`src/rtl/sync_debounce.sv`:
```
// Debounce and edge-detect stage for an already-synchronized single-bit level.
// The output level flips only after DebounceCycles consecutive differing samples.
module sync_debounce #(
   parameter int unsigned DebounceCycles = 16,
   parameter logic        ResetValue     = 1'b0
) (
   input  logic clk_i,
   input  logic rst_i,
   input  logic en_i,
   input  logic serial_i,
   output logic serial_o,
   output logic rise_o,
   output logic fall_o,
   output logic busy_o
);

   localparam int unsigned CntWidth = $clog2(DebounceCycles + 1);
   localparam logic [CntWidth-1:0] LastCnt = CntWidth'(DebounceCycles - 1);

   if (DebounceCycles == 0) begin : g_bad_cycles
      $error("sync_debounce: DebounceCycles must be at least 1");
   end

   typedef enum logic {
      STABLE = 1'b0,
      CHECK  = 1'b1
   } state_t;

   state_t              state;
   logic [CntWidth-1:0] cnt;
   logic                diff;

   assign diff = serial_i ^ serial_o;

   // Qualification FSM; pulses are cleared every cycle unless a flip is taken.
   always_ff @(posedge clk_i) begin
      if (rst_i) begin
         state    <= STABLE;
         cnt      <= '0;
         serial_o <= ResetValue;
         rise_o   <= 1'b0;
         fall_o   <= 1'b0;
         busy_o   <= 1'b0;
      end else if (!en_i) begin
         rise_o <= 1'b0;
         fall_o <= 1'b0;
      end else begin
         rise_o <= 1'b0;
         fall_o <= 1'b0;
         case (state)
            STABLE: begin
               if (!diff) begin
                  cnt <= '0;
               end else if (DebounceCycles == 1) begin
                  serial_o <= serial_i;
                  rise_o   <= serial_i;
                  fall_o   <= ~serial_i;
                  cnt      <= '0;
               end else begin
                  cnt    <= CntWidth'(1);
                  state  <= CHECK;
                  busy_o <= 1'b1;
               end
            end
            CHECK: begin
               if (!diff) begin
                  // Input bounced back: abandon the candidate silently.
                  cnt    <= '0;
                  state  <= STABLE;
                  busy_o <= 1'b0;
               end else if (cnt == LastCnt) begin
                  serial_o <= serial_i;
                  rise_o   <= serial_i;
                  fall_o   <= ~serial_i;
                  cnt      <= '0;
                  state    <= STABLE;
                  busy_o   <= 1'b0;
               end else begin
                  cnt <= cnt + CntWidth'(1);
               end
            end
            default: begin
               cnt    <= '0;
               state  <= STABLE;
               busy_o <= 1'b0;
            end
         endcase
      end
   end

endmodule
```
`config.mk`:
```
export PLATFORM = sky130hd
export DESIGN_NAME = sync_debounce
export DESIGN_NICKNAME = d
export VERILOG_FILES = /design/src/rtl/sync_debounce.sv
export SDC_FILE = /design/constraint.sdc
export NUM_CORES = 1
export LEC_CHECK = 0
export ABC_CLOCK_PERIOD_IN_PS = 1600
export CORE_AREA = 2 2 39 41
export DETAILED_ROUTE_END_ITERATION = 16
export DIE_AREA = 0 0 41 43
export DONT_BUFFER_PORTS = 1
export GPL_TIMING_DRIVEN = 0
export SYNTH_ARGS = -nofsm -noshare
export SYNTH_HDL_FRONTEND = slang
export SYNTH_SLANG_ARGS = --single-unit
```
`constraint.sdc`:
```
create_clock -name clk_i -period 1.6 [get_ports clk_i]
set_input_delay 0.08 -clock clk_i [delete_from_list [all_inputs] [get_ports clk_i]]
set_output_delay 0.08 -clock clk_i [all_outputs]
set_load 0.005 [all_outputs]
```
==> results of run 1 <==
[worst max-delay path: stages (launching register included)]
cell	delay, ns
dfxtp_1	0.39
ha_1	0.28
nand4b_4	0.17
or3_1	0.37
a21oi_1	0.13
[routing by layer]
layer,track usage,routed length (µm),part of all wire
met1,0.1742,427,0.51
met2,0.1313,334,0.40
met3,0.09424,74,0.089
met4,0.04000,0,0
met5,0,0,0
[kinds of logic (layout without fill, tap and decap cells)]
kind of cell / Yosys count / count (layout) / share of synthesized area
buffers and inverters: 6 / 11 / 0.05037
AND/OR/NAND/NOR: 19 / 19 / 0.2706
XOR/XNOR: 2 / 2 / 0.05306
flip-flops: 10 / 10 / 0.4244
adder cells (fa/ha/maj): 1 / 1 / 0.02652
AO/OA/AOI/OAI: 12 / 12 / 0.1751
[final cells by class]
cell class                      instances  area [µm²]
Fill cell                             139       845.8
Timing Repair Buffer                    1       10.01
Sequential cell                        10       200.2
Tap cell                               16       20.02
Multi-Input combinational cell         34       247.7
Clock buffer                            4       36.28
Inverter                                4       15.01
Buffer                                  2       8.758
[Yosys cell counts (all sizes together)]
cell | count | area share
and3b | 1 | 0.019
o21ai | 2 | 0.021
nor3b | 1 | 0.016
nand4bb | 1 | 0.024
o211ai | 2 | 0.032
xor2 | 2 | 0.053
o31ai | 1 | 0.016
a31oi | 3 | 0.040
nor2b | 2 | 0.027
nor2 | 2 | 0.016
or3 | 1 | 0.013
buf | 1 | 0.011
dfxtp | 10 | 0.42
nand4b | 2 | 0.069
nand2 | 4 | 0.032
nand4 | 1 | 0.013
nand3 | 4 | 0.042
clkbuf | 1 | 0.0079
inv | 4 | 0.032
a211oi | 1 | 0.027
a21oi | 2 | 0.021
o32ai | 1 | 0.019
ha | 1 | 0.027
[report_power, final]
| part | switching (mW) | internal (mW) |
|---|---|---|
| combinational | 0.0208 | 0.0131 |
| sequential | 0.00679 | 0.255 |
| clock | 0.0899 | 0.138 |
| total | 0.117 | 0.407 |
[metrics by stage]
| stage | util | cells | hold WS, ns |
|---|---|---|---|
| after floorplan | - | 50 | 0.1524 |
| after global placement | 0.3553 | 66 | 0.1536 |
| after detailed placement | 0.3553 | 66 | 0.1565 |
| after CTS | 0.3888 | 71 | 0.1173 |
| after global routing | 0.3888 | 71 | 0.1329 |
| final | 0.3888 | 71 | 0.1205 |
[sequential cells by signal (all words and copies together) (netlist names)]
name,flops
serial_o,1
fall_o,1
busy_o,1
state,1
rise_o,1
cnt,5
[final timing paths]
kind / startpoint / to / cells past startpoint
max: cnt[0]$_SDFFE_PP0P_ / serial_o$_SDFFE_PP0P_ / 4
max reg2reg: cnt[0]$_SDFFE_PP0P_ / serial_o$_SDFFE_PP0P_ / 4
min reg2reg: cnt[4]$_SDFFE_PP0P_ / cnt[4]$_SDFFE_PP0P_ / 1
min: serial_i / busy_o$_SDFFE_PP0P_ / 3
==> flow_summary.yaml, run 1 <==
run_status:
  outcome: "completed"
sta:
  rsz0062_at_grt: "no"
  fmax_mhz: 709.5
  fin_worst_skew_ns: 0.002201
  hold_violations: 0
  period_needed_ns: 1.410
  drv_slew: 0
  fin_setup_tns_ns: 0
  fin_crit_sh: 0.8810
  setup_ws_ns: 0.1905
  tightest_slew_ns: 0.4261
  maxSlewHeadroom: 0.7160
  setup_violations: 0
grt:
  grt_usage: 0.1206
  grt_max_degree: 11
  grt_pass1_wl_um: 1366
  grt_pass1_vias: 309
  grt_antenna_before_repair: 0
  overflow: 0
logic_synthesis:
  syn_inst: 50
  syn_area_um2: 471.7
  synth_seq_area_share: 0.4244
  synth_nets: 55
  yosysWarnings: 0
  syn_avg_cell_area_um2: 9.434
  synth_cell_type_count: 25
  ys_ff_latch: 10
placed_design:
  dpl-instance-area_um2: 491.7
  dp_hpwl_um: 596.8
  dp_worst_setup_slack_ns: 0.2070
  gp_congestion: 0.7631
  io_buffers: 0
setup_path:
  r2r_slack_ns: 0.19
  startpoint_type: "register"
  crit_type: "reg2reg"
  worstPathArrival_ns: 1.61
  worstPathRequired_ns: 1.80
  worst-path-max-fanout: 7
  end_kind: "register"
detailed_routing:
  antenna_left: 0
  vias: 371
  drc: 0
  drt_iter0_markers: 5
  firstDrtPassIters: 4
  viasPerCell: 5.225
  wl_per_cell_um: 11.77
  drt-total-wl_um: 836
clock_tree:
  cts-root-buf: "clkbuf_4"
  clkLatencyLatePin_ns: 0.27
  cts_sinks: 10
  htreeDepth: 1
  post_cts_buffers: 0
  cts_inserted_buffers: 3
  clk_pin_slew_ns: 0.07
  holdBufCountCts: 1
  post_cts_resized: 0
  cts_tree: "built"
  ctsLongestPathBuffers: 2
layout:
  layout_common_cells: "10 x dfxtp_1, 4 x inv_1, 4 x nand2_1, 4 x nand3_1"
  n_antenna_cell: 0
  final_common_cell: "dfxtp_1"
  drive_above_1_share: 0.1455
  finalInstanceArea_um2: 538.0
  syn_to_final_growth_pct: 14.06
  nNetsFinal: 61
power_and_ir_drop:
  power_density_nw_per_um2: 974.2
  ir_drop_mv: 0.4352
  total_power_uw: 524.1
  leakage_nw: 0.2265
die:
  initial_core_util: 0.3409
  io-pin-count: 8
  coreArea_um2: 1384
  fp-row-count: 14
  die_w_um: 41
  die_area_um2: 1763
  die_height_um: 43
hold_path:
  hp-class: "in2reg"
job:
  drv_cap: 0
(Power assumes the default switching activity.)
==> run 2: changes to the inputs <==
Settings changed: ABC_AREA from default to 1.
==> run 2 against run 1 <==
  * Cell area grew 6.3%
  * Die area is the same
  * Register-to-register slack gained 0.15 ns
  * Clock power shrank 25%
==> flow_summary.yaml, run 2 <==
run_status:
  outcome: "completed"
grt:
  grt_usage: 0.1258
  grt_pass1_wl_um: 1449
  overflow: 0
  grt_pass1_vias: 354
  grt_max_degree: 9
  grt_antenna_before_repair: 0
detailed_routing:
  drt_iter0_markers: 4
  firstDrtPassIters: 4
  drc: 0
  viasPerCell: 4.942
  vias: 425
  drt-total-wl_um: 886
  wl_per_cell_um: 10.30
  antenna_left: 0
sta:
  setup_ws_ns: 0.3423
  setup_violations: 0
  hold_ws_ns: 0.01671
  fin_worst_skew_ns: 0.002609
  fin_crit_sh: 0.7861
  drv_slew: 0
  maxSlewHeadroom: 0.8333
  fin_setup_tns_ns: 0
  rsz0062_at_grt: "no"
  period_needed_ns: 1.258
  fmax_mhz: 795.1
  tightest_slew_ns: 0.2497
  hold_violations: 0
layout:
  finalInstanceArea_um2: 571.8
  final_common_cell: "nand2_1"
  syn_to_final_growth_pct: 14.54
  nFillCells: 145
  post-route-util: 0.4132
  regMostFlops: "cnt"
  nNetsFinal: 77
  largest_reg_flops: 5
  n_antenna_cell: 0
  layout.cells.non_filler: 86
  drive_above_1_share: 0.2429
  layout_common_cells: "14 x nand2_1, 10 x dfxtp_1, 6 x inv_1, 6 x nand3_1"
hold_path:
  min_from: "en_i"
  hp-class: "in2reg"
  min_to: "state$_SDFFE_PP0P_"
  min_path_cells: 4
setup_path:
  worst_r2r_endpoint: "state$_SDFFE_PP0P_"
  slowest_delay_ns: 0.37
  worstPathRequired_ns: 1.76
  worstPathArrival_ns: 1.42
  worstRegToRegCells: 8
  worst-path-max-fanout: 4
  crit_type: "reg2reg"
  crit_path_frequent_cell: "nand2_1"
  startpoint_type: "register"
  end_kind: "register"
  crit_chain: "ha_1 -> nand4_1 -> nand3_4 -> nand2_2 -> nand2_1 -> nand2_1 -> nand2_1 -> inv_1"
  cp_slowest_cell: "dfxtp_1"
  r2r_slack_ns: 0.34
  r2r_start: "cnt[0]$_SDFFE_PP0P_"
logic_synthesis:
  synth.area.top_cells: "dfxtp_1 40%, nand2_1 11%, nand3_1 6.0%"
  async_flop_share: 0
  synth_seq_area_share: 0.4010
  syn_avg_cell_area_um2: 7.800
  syn_inst: 64
  synth_cell_type_count: 19
  yosysTopAreaCellShare: 0.4010
  synth_nets: 69
  ys_ff_latch: 10
  synth_most_common_cell: "nand2_1"
  yosys.area.top_type: "dfxtp_1"
  yosys-top-cells-count: "14 x nand2_1, 10 x dfxtp_1, 6 x inv_1, 6 x nand3_1"
  yosysWarnings: 0
  synth_edf_count: 0
  yosys_most_used_dff: "dfxtp_1"
  syn_area_um2: 499.2
clock_tree:
  post_cts_resized: 0
  holdBufCountCts: 3
  cts_sinks: 10
  cts_tree: "built"
  cts-root-buf: "clkbuf_4"
  cts_inserted_buffers: 3
  clkLatencyLatePin_ns: 0.26
  clk_pin_slew_ns: 0.06
  post_cts_buffers: 0
  htreeDepth: 1
  ctsLongestPathBuffers: 2
die:
  fp-row-count: 14
  io-pin-count: 8
  initial_core_util: 0.3608
  die_area_um2: 1763
  die_w_um: 41
  die_height_um: 43
  coreArea_um2: 1384
placed_design:
  io_buffers: 0
  dp_worst_setup_slack_ns: 0.3433
  dp_cells: 80
  gp_congestion: 0.7851
  dp_hpwl_um: 645.2
  dpl-instance-area_um2: 519.2
job:
  drv_cap: 0
power_and_ir_drop:
  total_power_uw: 478.3
  leakage_nw: 0.2246
  ir_drop_mv: 0.5036
  power_density_nw_per_um2: 836.4
-- run 2: cell count changes in the layout (fill, tap and decap cells not counted), sizes merged, moves of 3 or more --
cell / previous run / this run
a21oi: 2 / 6
inv: 4 / 8
nand2: 4 / 19
nand3: 4 / 9
nor2: 2 / 5
-- run 2: metal layers --
metal	global-route usage	vias up	wire length, µm
li1	-	225	-
met1	0.1650	185	422
met2	0.1500	15	390
met3	0.07330	0	73
met4	0.08000	0	0
met5	0	-	0
-- run 2: how the worst max path moves through the flow --
stage | cells past startpoint | from | slack, ns | end
floorplan | 8 | cnt[0]$_SDFFE_PP0P_ | 0.46 | state$_SDFFE_PP0P_
CTS | 8 | cnt[0]$_SDFFE_PP0P_ | 0.33 | state$_SDFFE_PP0P_
global placement | 8 | cnt[0]$_SDFFE_PP0P_ | 0.35 | state$_SDFFE_PP0P_
finish | 8 | cnt[0]$_SDFFE_PP0P_ | 0.34 | state$_SDFFE_PP0P_
global route | 8 | cnt[0]$_SDFFE_PP0P_ | 0.22 | state$_SDFFE_PP0P_
detailed placement | 8 | cnt[0]$_SDFFE_PP0P_ | 0.34 | state$_SDFFE_PP0P_
-- run 2: power by group --
group	total (mW)	internal, mW	switching [mW]
registers	0.260	0.254	0.00609
logic	0.0477	0.0193	0.0284
clock network	0.170	0.0868	0.0836
total	0.478	0.360	0.118
-- run 2: kinds of logic after synthesis --
family                     synth area share
DFF                                  0.4010
and+or+nand+nor                      0.3885
buffers and inverters               0.06015
adders and majority gates           0.02506
AOI/OAI and AO/OA                    0.1253
-- run 2: critical path, delay by kind of cell (launching register included) --
| kind | cells | cell delay, ns |
|---|---|---|
| buffers and inverters | 1 | 0.03 |
| adder cells (fa/ha/maj) | 1 | 0.22 |
| AND/OR/NAND/NOR | 6 | 0.55 |
| flip-flops | 1 | 0.37 |
-- run 2: area by class of cell --
cell class                 instances  area [µm²]  share of cell area
tap                               16       20.02             0.03501
clock buffer                       3       22.52             0.03939
inverter                           8       30.03             0.05252
timing repair buffer               3       30.03             0.05252
sequential                        10       200.2              0.3501
multi-input combinational         46       269.0              0.4705
